$ cat config.mk
export PLATFORM = sky130hd
export DESIGN_NAME = lstm_seq_ctrl
export DESIGN_NICKNAME = d
export VERILOG_FILES = /design/src/rtl/lstm_seq_pkg.sv /design/src/rtl/lstm_seq_watchdog.sv /design/src/rtl/lstm_seq_ctrl.sv
export SDC_FILE = /design/constraint.sdc
export NUM_CORES = 1
export LEC_CHECK = 0
export ABC_AREA = 1
export ABC_CLOCK_PERIOD_IN_PS = 3400
export CAP_MARGIN = 0
export CORE_MARGIN = 2
export CORE_UTILIZATION = 45
export CTS_BUF_LIST = sky130_fd_sc_hd__clkbuf_8
export DETAILED_ROUTE_END_ITERATION = 8
export MAX_ROUTING_LAYER = met4
export PLACE_DENSITY = 0.93
export SLEW_MARGIN = 25
export SYNTH_ARGS = -nofsm -noshare
export SYNTH_HDL_FRONTEND = slang
export SYNTH_SLANG_ARGS = --single-unit
$ cat constraint.sdc
create_clock -name clk -period 3.4 [get_ports clk]
set_input_delay 0.68 -clock clk [delete_from_list [all_inputs] [get_ports clk]]
set_output_delay 0.68 -clock clk [all_outputs]
set_load 0.02 [all_outputs]
$ cat src/rtl/lstm_seq_pkg.sv
// Shared types and helpers for the LSTM sequence controller.
//   seq_state_t    : controller FSM encoding (IDLE, INIT, FEED, WAIT, DRAIN)
//   lstm_seq_len_w : width of the length/count fields for a given MAX_LEN
package lstm_seq_pkg;

  typedef enum logic [2:0] {
    IDLE  = 3'd0,
    INIT  = 3'd1,
    FEED  = 3'd2,
    WAIT  = 3'd3,
    DRAIN = 3'd4
  } seq_state_t;

  // Enough bits to hold MAX_LEN itself, not just MAX_LEN-1.
  function automatic int unsigned lstm_seq_len_w(input int unsigned max_len);
    return $clog2(max_len + 1);
  endfunction

endpackage

$ cat src/rtl/lstm_seq_watchdog.sv
// Counts consecutive enabled cycles and flags the LIMIT-th one.
//   clk, rst : clock, asynchronous active-low reset
//   clear    : synchronous counter clear (has priority over enable)
//   enable   : count this cycle
//   expired  : high during the LIMIT-th consecutive enabled cycle
module lstm_seq_watchdog #(
  parameter int unsigned LIMIT = 1024
) (
  input  logic clk,
  input  logic rst,
  input  logic clear,
  input  logic enable,
  output logic expired
);

  localparam int unsigned CNT_W = $clog2(LIMIT + 1);

  logic [CNT_W-1:0] cnt_q;

  always_ff @(posedge clk or negedge rst) begin
    if (!rst) begin
      cnt_q <= '0;
    end else if (clear) begin
      cnt_q <= '0;
    end else if (enable) begin
      cnt_q <= cnt_q + CNT_W'(1);
    end
  end

  assign expired = enable && !clear && (cnt_q == CNT_W'(LIMIT - 1));

endmodule

$ cat src/rtl/lstm_seq_ctrl.sv
// Sequencer in front of the lstm_layers stack. Zeroes per-layer C/h state at
// each sequence start, then issues seq_len samples one at a time, waiting for
// the stack's y before the next issue, and returns every y on a valid/ready
// stream with m_last on the final element.
// Optional feature macro: LSTM_SEQ_TIMEOUT_EN (WAIT watchdog, sticky timeout_err).
// Ports:
//   clk, rst                 clock, asynchronous active-low reset
//   start, seq_len, busy     sequence control / status
//   s_data/s_valid/s_ready   input sample stream
//   m_data/m_last/m_valid/m_ready  result stream
//   lstm_ready               layer-0 ready from the stack
//   C_in/C_in_valid, h_in/h_in_valid  state zeroing towards the stack
//   x_in/x_in_valid          sample towards the stack (one-cycle strobe)
//   y_out/y_valid            stack result
//   timeout_err              sticky watchdog flag (0 without the macro)
module lstm_seq_ctrl
  import lstm_seq_pkg::*;
#(
  parameter int unsigned LAYERS  = 3,
  parameter int unsigned WIDTH   = 16,
  parameter int unsigned MAX_LEN = 256,
  parameter int unsigned TIMEOUT = 1024,
  parameter int unsigned LEN_W   = lstm_seq_len_w(MAX_LEN)
) (
  input  logic                    clk,
  input  logic                    rst,
  input  logic                    start,
  input  logic [LEN_W-1:0]        seq_len,
  output logic                    busy,
  input  logic [WIDTH-1:0]        s_data,
  input  logic                    s_valid,
  output logic                    s_ready,
  output logic [WIDTH-1:0]        m_data,
  output logic                    m_last,
  output logic                    m_valid,
  input  logic                    m_ready,
  input  logic                    lstm_ready,
  output logic [LAYERS*WIDTH-1:0] C_in,
  output logic [LAYERS-1:0]       C_in_valid,
  output logic [LAYERS*WIDTH-1:0] h_in,
  output logic [LAYERS-1:0]       h_in_valid,
  output logic [WIDTH-1:0]        x_in,
  output logic                    x_in_valid,
  input  logic [WIDTH-1:0]        y_out,
  input  logic                    y_valid,
  output logic                    timeout_err
);

  seq_state_t       state_q, state_d;
  logic [LEN_W-1:0] len_q, len_d;
  logic [LEN_W-1:0] cnt_q, cnt_d;
  logic [WIDTH-1:0] x_data_q, x_data_d;
  logic             x_valid_q, x_valid_d;
  logic [WIDTH-1:0] m_data_q, m_data_d;
  logic             m_valid_q, m_valid_d;
  logic             m_last_q, m_last_d;

  logic start_accept;
  logic issue;
  logic last_elem;
  logic wd_expired;

  assign start_accept = (state_q == IDLE) && start && (seq_len != '0);
  // Issue is gated by ~m_valid so a new y can never overwrite an unread one.
  assign s_ready      = (state_q == FEED) && lstm_ready && !m_valid_q;
  assign issue        = s_valid && s_ready;
  assign last_elem    = (cnt_q == len_q - LEN_W'(1));

  always_comb begin
    state_d   = state_q;
    len_d     = len_q;
    cnt_d     = cnt_q;
    x_data_d  = x_data_q;
    x_valid_d = 1'b0;
    m_data_d  = m_data_q;
    m_valid_d = m_valid_q;
    m_last_d  = m_last_q;

    if (m_valid_q && m_ready) begin
      m_valid_d = 1'b0;
      m_last_d  = 1'b0;
    end

    unique case (state_q)
      IDLE: begin
        if (start_accept) begin
          len_d   = seq_len;
          cnt_d   = '0;
          state_d = INIT;
        end
      end
      INIT: state_d = FEED;
      FEED: begin
        if (issue) begin
          x_data_d  = s_data;
          x_valid_d = 1'b1;
          state_d   = WAIT;
        end
      end
      WAIT: begin
        // A capture overrides a same-cycle m handshake clear above.
        if (y_valid) begin
          m_data_d  = y_out;
          m_valid_d = 1'b1;
          m_last_d  = last_elem;
          cnt_d     = cnt_q + LEN_W'(1);
          state_d   = last_elem ? DRAIN : FEED;
        end else if (wd_expired) begin
          state_d = IDLE;
        end
      end
      DRAIN: begin
        if (m_valid_q && m_ready) state_d = IDLE;
      end
      default: state_d = IDLE;
    endcase
  end

  always_ff @(posedge clk or negedge rst) begin
    if (!rst) begin
      state_q   <= IDLE;
      len_q     <= '0;
      cnt_q     <= '0;
      x_data_q  <= '0;
      x_valid_q <= 1'b0;
      m_data_q  <= '0;
      m_valid_q <= 1'b0;
      m_last_q  <= 1'b0;
    end else begin
      state_q   <= state_d;
      len_q     <= len_d;
      cnt_q     <= cnt_d;
      x_data_q  <= x_data_d;
      x_valid_q <= x_valid_d;
      m_data_q  <= m_data_d;
      m_valid_q <= m_valid_d;
      m_last_q  <= m_last_d;
    end
  end

`ifdef LSTM_SEQ_TIMEOUT_EN
  logic wd_enable;
  logic timeout_err_q;

  assign wd_enable = (state_q == WAIT) && !y_valid;

  lstm_seq_watchdog #(
    .LIMIT(TIMEOUT)
  ) u_watchdog (
    .clk    (clk),
    .rst    (rst),
    .clear  (!wd_enable),
    .enable (wd_enable),
    .expired(wd_expired)
  );

  always_ff @(posedge clk or negedge rst) begin
    if (!rst) begin
      timeout_err_q <= 1'b0;
    end else if (start_accept) begin
      timeout_err_q <= 1'b0;
    end else if (wd_expired) begin
      timeout_err_q <= 1'b1;
    end
  end

  assign timeout_err = timeout_err_q;
`else
  assign wd_expired  = 1'b0;
  assign timeout_err = 1'b0;
`endif

  assign busy       = (state_q != IDLE);
  assign C_in       = '0;
  assign h_in       = '0;
  assign C_in_valid = {LAYERS{state_q == INIT}};
  assign h_in_valid = {LAYERS{state_q == INIT}};
  assign x_in       = x_data_q;
  assign x_in_valid = x_valid_q;
  assign m_data     = m_data_q;
  assign m_valid    = m_valid_q;
  assign m_last     = m_last_q;

endmodule

==> impl_summary.md <==
Run status
The flow ran to the end, and the final reports show no timing, DRC or antenna violations.

Detailed routing
In the routed design, unresolved DRC markers number 0. In the routed layout, each cell is associated on average with a via count of 4.40. The via count is 2929.

Once detail routing completed, the nets flagged for antenna violations numbered 0. The total wire length is 7.64 mm. The routed wirelength normalized by instance count is 11.5 microns. The DRC marker count from the first detailed-route iteration is 110. The number of search-and-repair iterations in the first detailed-routing pass is 4.

Synthesis
The instance count of the mapped netlist is 477. The synthesized netlist devotes 27.8% of its cell area to simple gates. The adder-cell share of the synthesized area is 0.684%. The xor/xnor share of the synthesized area is 2.16%.

The cell type with the highest aggregate area in the netlist is sky130_fd_sc_hd__dfrtp_1. The share of the synthesized area in compound gates (AO/OA/AOI/OAI) is 4.04%. By instance count, the leading cell after synthesis is sky130_fd_sc_hd__nand2_1. After synthesis, the most frequently instantiated cells are sky130_fd_sc_hd__nand2_1 (162), sky130_fd_sc_hd__buf_4 (103), sky130_fd_sc_hd__dfrtp_1 (56), sky130_fd_sc_hd__inv_1 (37), sky130_fd_sc_hd__nor2_1 (31). The number of warning messages in the yosys log is 0.

Counting distinct cell types in the post-synthesis netlist gives 35. The share of async-settable or async-resettable flops after synthesis is 100%. The dominant combinational cell family by area after synthesis is simple AND/OR/NAND/NOR gates. In this run, synthesis inferred 0 flip-flops with an integrated enable. Sequential elements use 38.3% of the synthesized area.

By area the synthesized netlist is led by sky130_fd_sc_hd__dfrtp_1 (38%), sky130_fd_sc_hd__buf_4 (21%), sky130_fd_sc_hd__nand2_1 (17%). After synthesis the cells add up to 3660 sq um. In the synthesized netlist the dominant register cell turns out to be sky130_fd_sc_hd__dfrtp_1. The fraction of post-synthesis cell area in the top cell type by area is 38.3%.

The average instance area after synthesis is 7.66 sq um. The portion of netlist area occupied by mux cells is 0.308%. The count of state elements after synthesis is 56.

Clock tree
CTS placed an instance of sky130_fd_sc_hd__clkbuf_8 at the clock tree root. Post-CTS timing repair inserted 0 buffers for setup. The depth of the CTS H-tree is 2.

The CTS tree is yes. The post-cts hold buffer count is 0. After clock tree synthesis, the clock-pin slew on the worst setup and hold paths is 0.11 ns. The total clock sinks is 56. The clock latency on the worst-skew pair is 0.31 ns. The number of gates given a new drive strength after cts is 0. The number of buffers added by the clock tree synthesis step is 5.

The longest clock path from root to sink contains 2 buffers.

Cells and area
0 antenna diodes ended up in the layout. The synthesis-to-finish area growth is 18.4%. The net count of the finished layout is 613. The area used by multi-input combinational logic is 1640 sq um. The area taken by flip-flops and latches is 1400 sq um. Fill cells in the final layout number 671.

Cells with a size suffix above 1 make up 6.38% of the layout.

Critical path
The largest driver fanout on the critical path is 2. The critical path is of the input port to output port type. The critical path goes through clkdlybuf4s50_1 > inv_1 > nor4_1 > clkdlybuf4s50_1. Together, buffers and inverters on the worst path number 3. Data arrives at the worst endpoint at 2.22 ns.

The cell type group with the largest total delay on the critical path is buffers and inverters. STA classifies the critical path endpoint as an output port. The cell that appears most often on the critical path is sky130_fd_sc_hd__clkdlybuf4s50_1. The most critical setup path has its endpoint at s_ready. The worst register-to-register path has a depth of 10. The critical path crosses 4 cells after its start point.

The slack of the worst reg-to-reg path is 1.57 ns. The endpoint of the most critical register-to-register path is m_last. The startpoint identified for the worst register-to-register timing path is len_q[0]. Tracing the worst setup path back leads to its startpoint at lstm_ready. The largest single stage delay on the critical path is 0.68 ns.

STA puts the critical path data required time at 2.72 ns. The startpoint class of the critical path is an input port. The largest individual stage delay along the critical path comes from the cell sky130_fd_sc_hd__clkdlybuf4s50_1.

Die
The core outline area is 7810 sq um. The y dimension of the die is 94.1 microns. The horizontal die dimension is 94.1 microns. The count of standard-cell rows is 32.

The area enclosed by the die boundary is 8860 sq um. The initial cell density of the core is 46.8%. The total I/O pin count is 188.

Pwr
The share of power burned in registers is 33.9%. The combinational group share of total power is 54.4%. The fraction of power consumed by the clock network is 11.7%.

IR analysis of the VDD net gives a maximum drop of 507 uV. Cell internal power was estimated by the tool at 1.78 mW. The net switching power of the design is 1.51 mW. The total power per unit cell area is 760 nW/um^2.

The leakage component of the power is 2.27 nW. The switching share of power is 46.0%. The total design power is 3.29 mW.

Timing
Setup repair after global routing left no endpoint under its margin. The shortest period the worst path allows is 2.90 ns. After routing, the total negative slack on setup checks comes to 0 ns. The part of the cycle the worst path needs is 85.2%.

The clock tree skew after final layout is 0.0114 ns. The worst max-slew margin expressed relative to the limit is 50.1%. The number of pins exceeding their max-slew limit in the final report is 0. The final setup violation count is 0. The final number of hold-violating endpoints is 0. The transition at the pin with the smallest max-transition slack is 0.748 ns. The fmax is 345 MHz.

Global route
The overall overflow remaining after global route is 0. The first global-routing pass estimated 12.5 mm of wire. The initial antenna violation count is 0. Entering global routing, the biggest net connects 35 pins. The overall global routing resource usage is 18.1%. The number of global-route vias before repair is 2794.

Min path
In this run the worst hold path is classified as input port to async pin.

Placed design
At the end of routability-driven placement, the weighted congestion stood at 0.942. The sum of net half-perimeters after detailed placement is 6.12 mm. The number of input and output port buffers inserted is 90.

Flow run
Across the run, the number of max-cap violations was 0.
worst min path at each step:
| stage | startpoint | end | cells after the start |
|---|---|---|---|
| after global placement | m_data[12] | m_data[12] | 2 |
| after global routing | rst | m_data[11] | 1 |
| after floorplan | rst | cnt_q[0] | 0 |
| final | rst | m_data[9] | 1 |
| after detailed placement | m_data[8] | m_data[8] | 2 |
| after CTS | rst | m_data[12] | 1 |
cells in the final DEF (no fill, tap or decap), drive strengths merged, types with 2 or more instances in the layout:
cell type	instances
o21ai	15
a21oi	7
clkinv	2
conb	97
buf	2
nor2	36
xor2	6
nor3	2
inv	43
nand3	24
xnor2	3
clkbuf	5
dfrtp	56
clkdlybuf4s50	89
ha	2
nand2	168
layer usage:
| layer | track usage (%) | part of all wire (%) | routed length (microns) |
|---|---|---|---|
| met5 | - | 0 | 0 |
| met4 | 4.95 | 1.9 | 147 |
| met3 | 5.30 | 8.8 | 674 |
| met2 | 30.6 | 51 | 3910 |
| met1 | 21.1 | 38 | 2900 |
power groups by stage:
stage                     sequential (mW)  clock [mW]  combinational [mW]
after detailed placement             1.12           0                1.79
after floorplan                      1.30           0                1.06
after global placement               1.10           0                1.73
after CTS                            1.11       0.389                1.80
after global routing                 1.14       0.418                1.97
final                                1.12       0.384                1.79
sequential cells by signal, summed over array words and instances, names as in the netlist:
signal,count
len_q,9
cnt_q,9
m_data,16
state_q,3
m_last,1
m_valid,1
x_in_valid,1
x_in,16
logic make-up (layout without fill, tap and decap cells):
family	Yosys count	count (layout)
DFF	56	56
buffers and inverters	150	141
and+or+nand+nor	235	235
adders and majority gates	2	2
other	1	97
AOI/OAI and AO/OA	23	23
xor gates and xnor gates	9	9
muxes	1	1
layout make-up:
| type | count | area share (%) |
|---|---|---|
| Timing Repair Buffer | 91 | 20.9 |
| Clock buffer | 5 | 1.59 |
| Clock inverter | 3 | 0.578 |
| Inverter | 42 | 3.70 |
| Tap cell | 102 | 2.95 |
| Multi-Input combinational cell | 367 | 37.9 |
| Sequential cell | 56 | 32.4 |
through the flow:
stage | instances | utilization, % | hold slack, ns | area (sq um) | setup WS (ns)
4_1_cts | 666 | 55.4 | 0.443 | 4330 | 0.526
5_1_grt | 666 | 55.4 | 0.477 | 4330 | 0.416
3_5_place_dp | 658 | 54.2 | 0.463 | 4240 | 0.548
6_report | 666 | 55.4 | 0.419 | 4330 | 0.502
3_3_place_gp | 658 | 54.2 | 0.453 | 4240 | 0.671
2_1_floorplan | 573 | - | 0.384 | 4020 | 1.25
No activity file was read; power rests on OpenSTA's default activity.
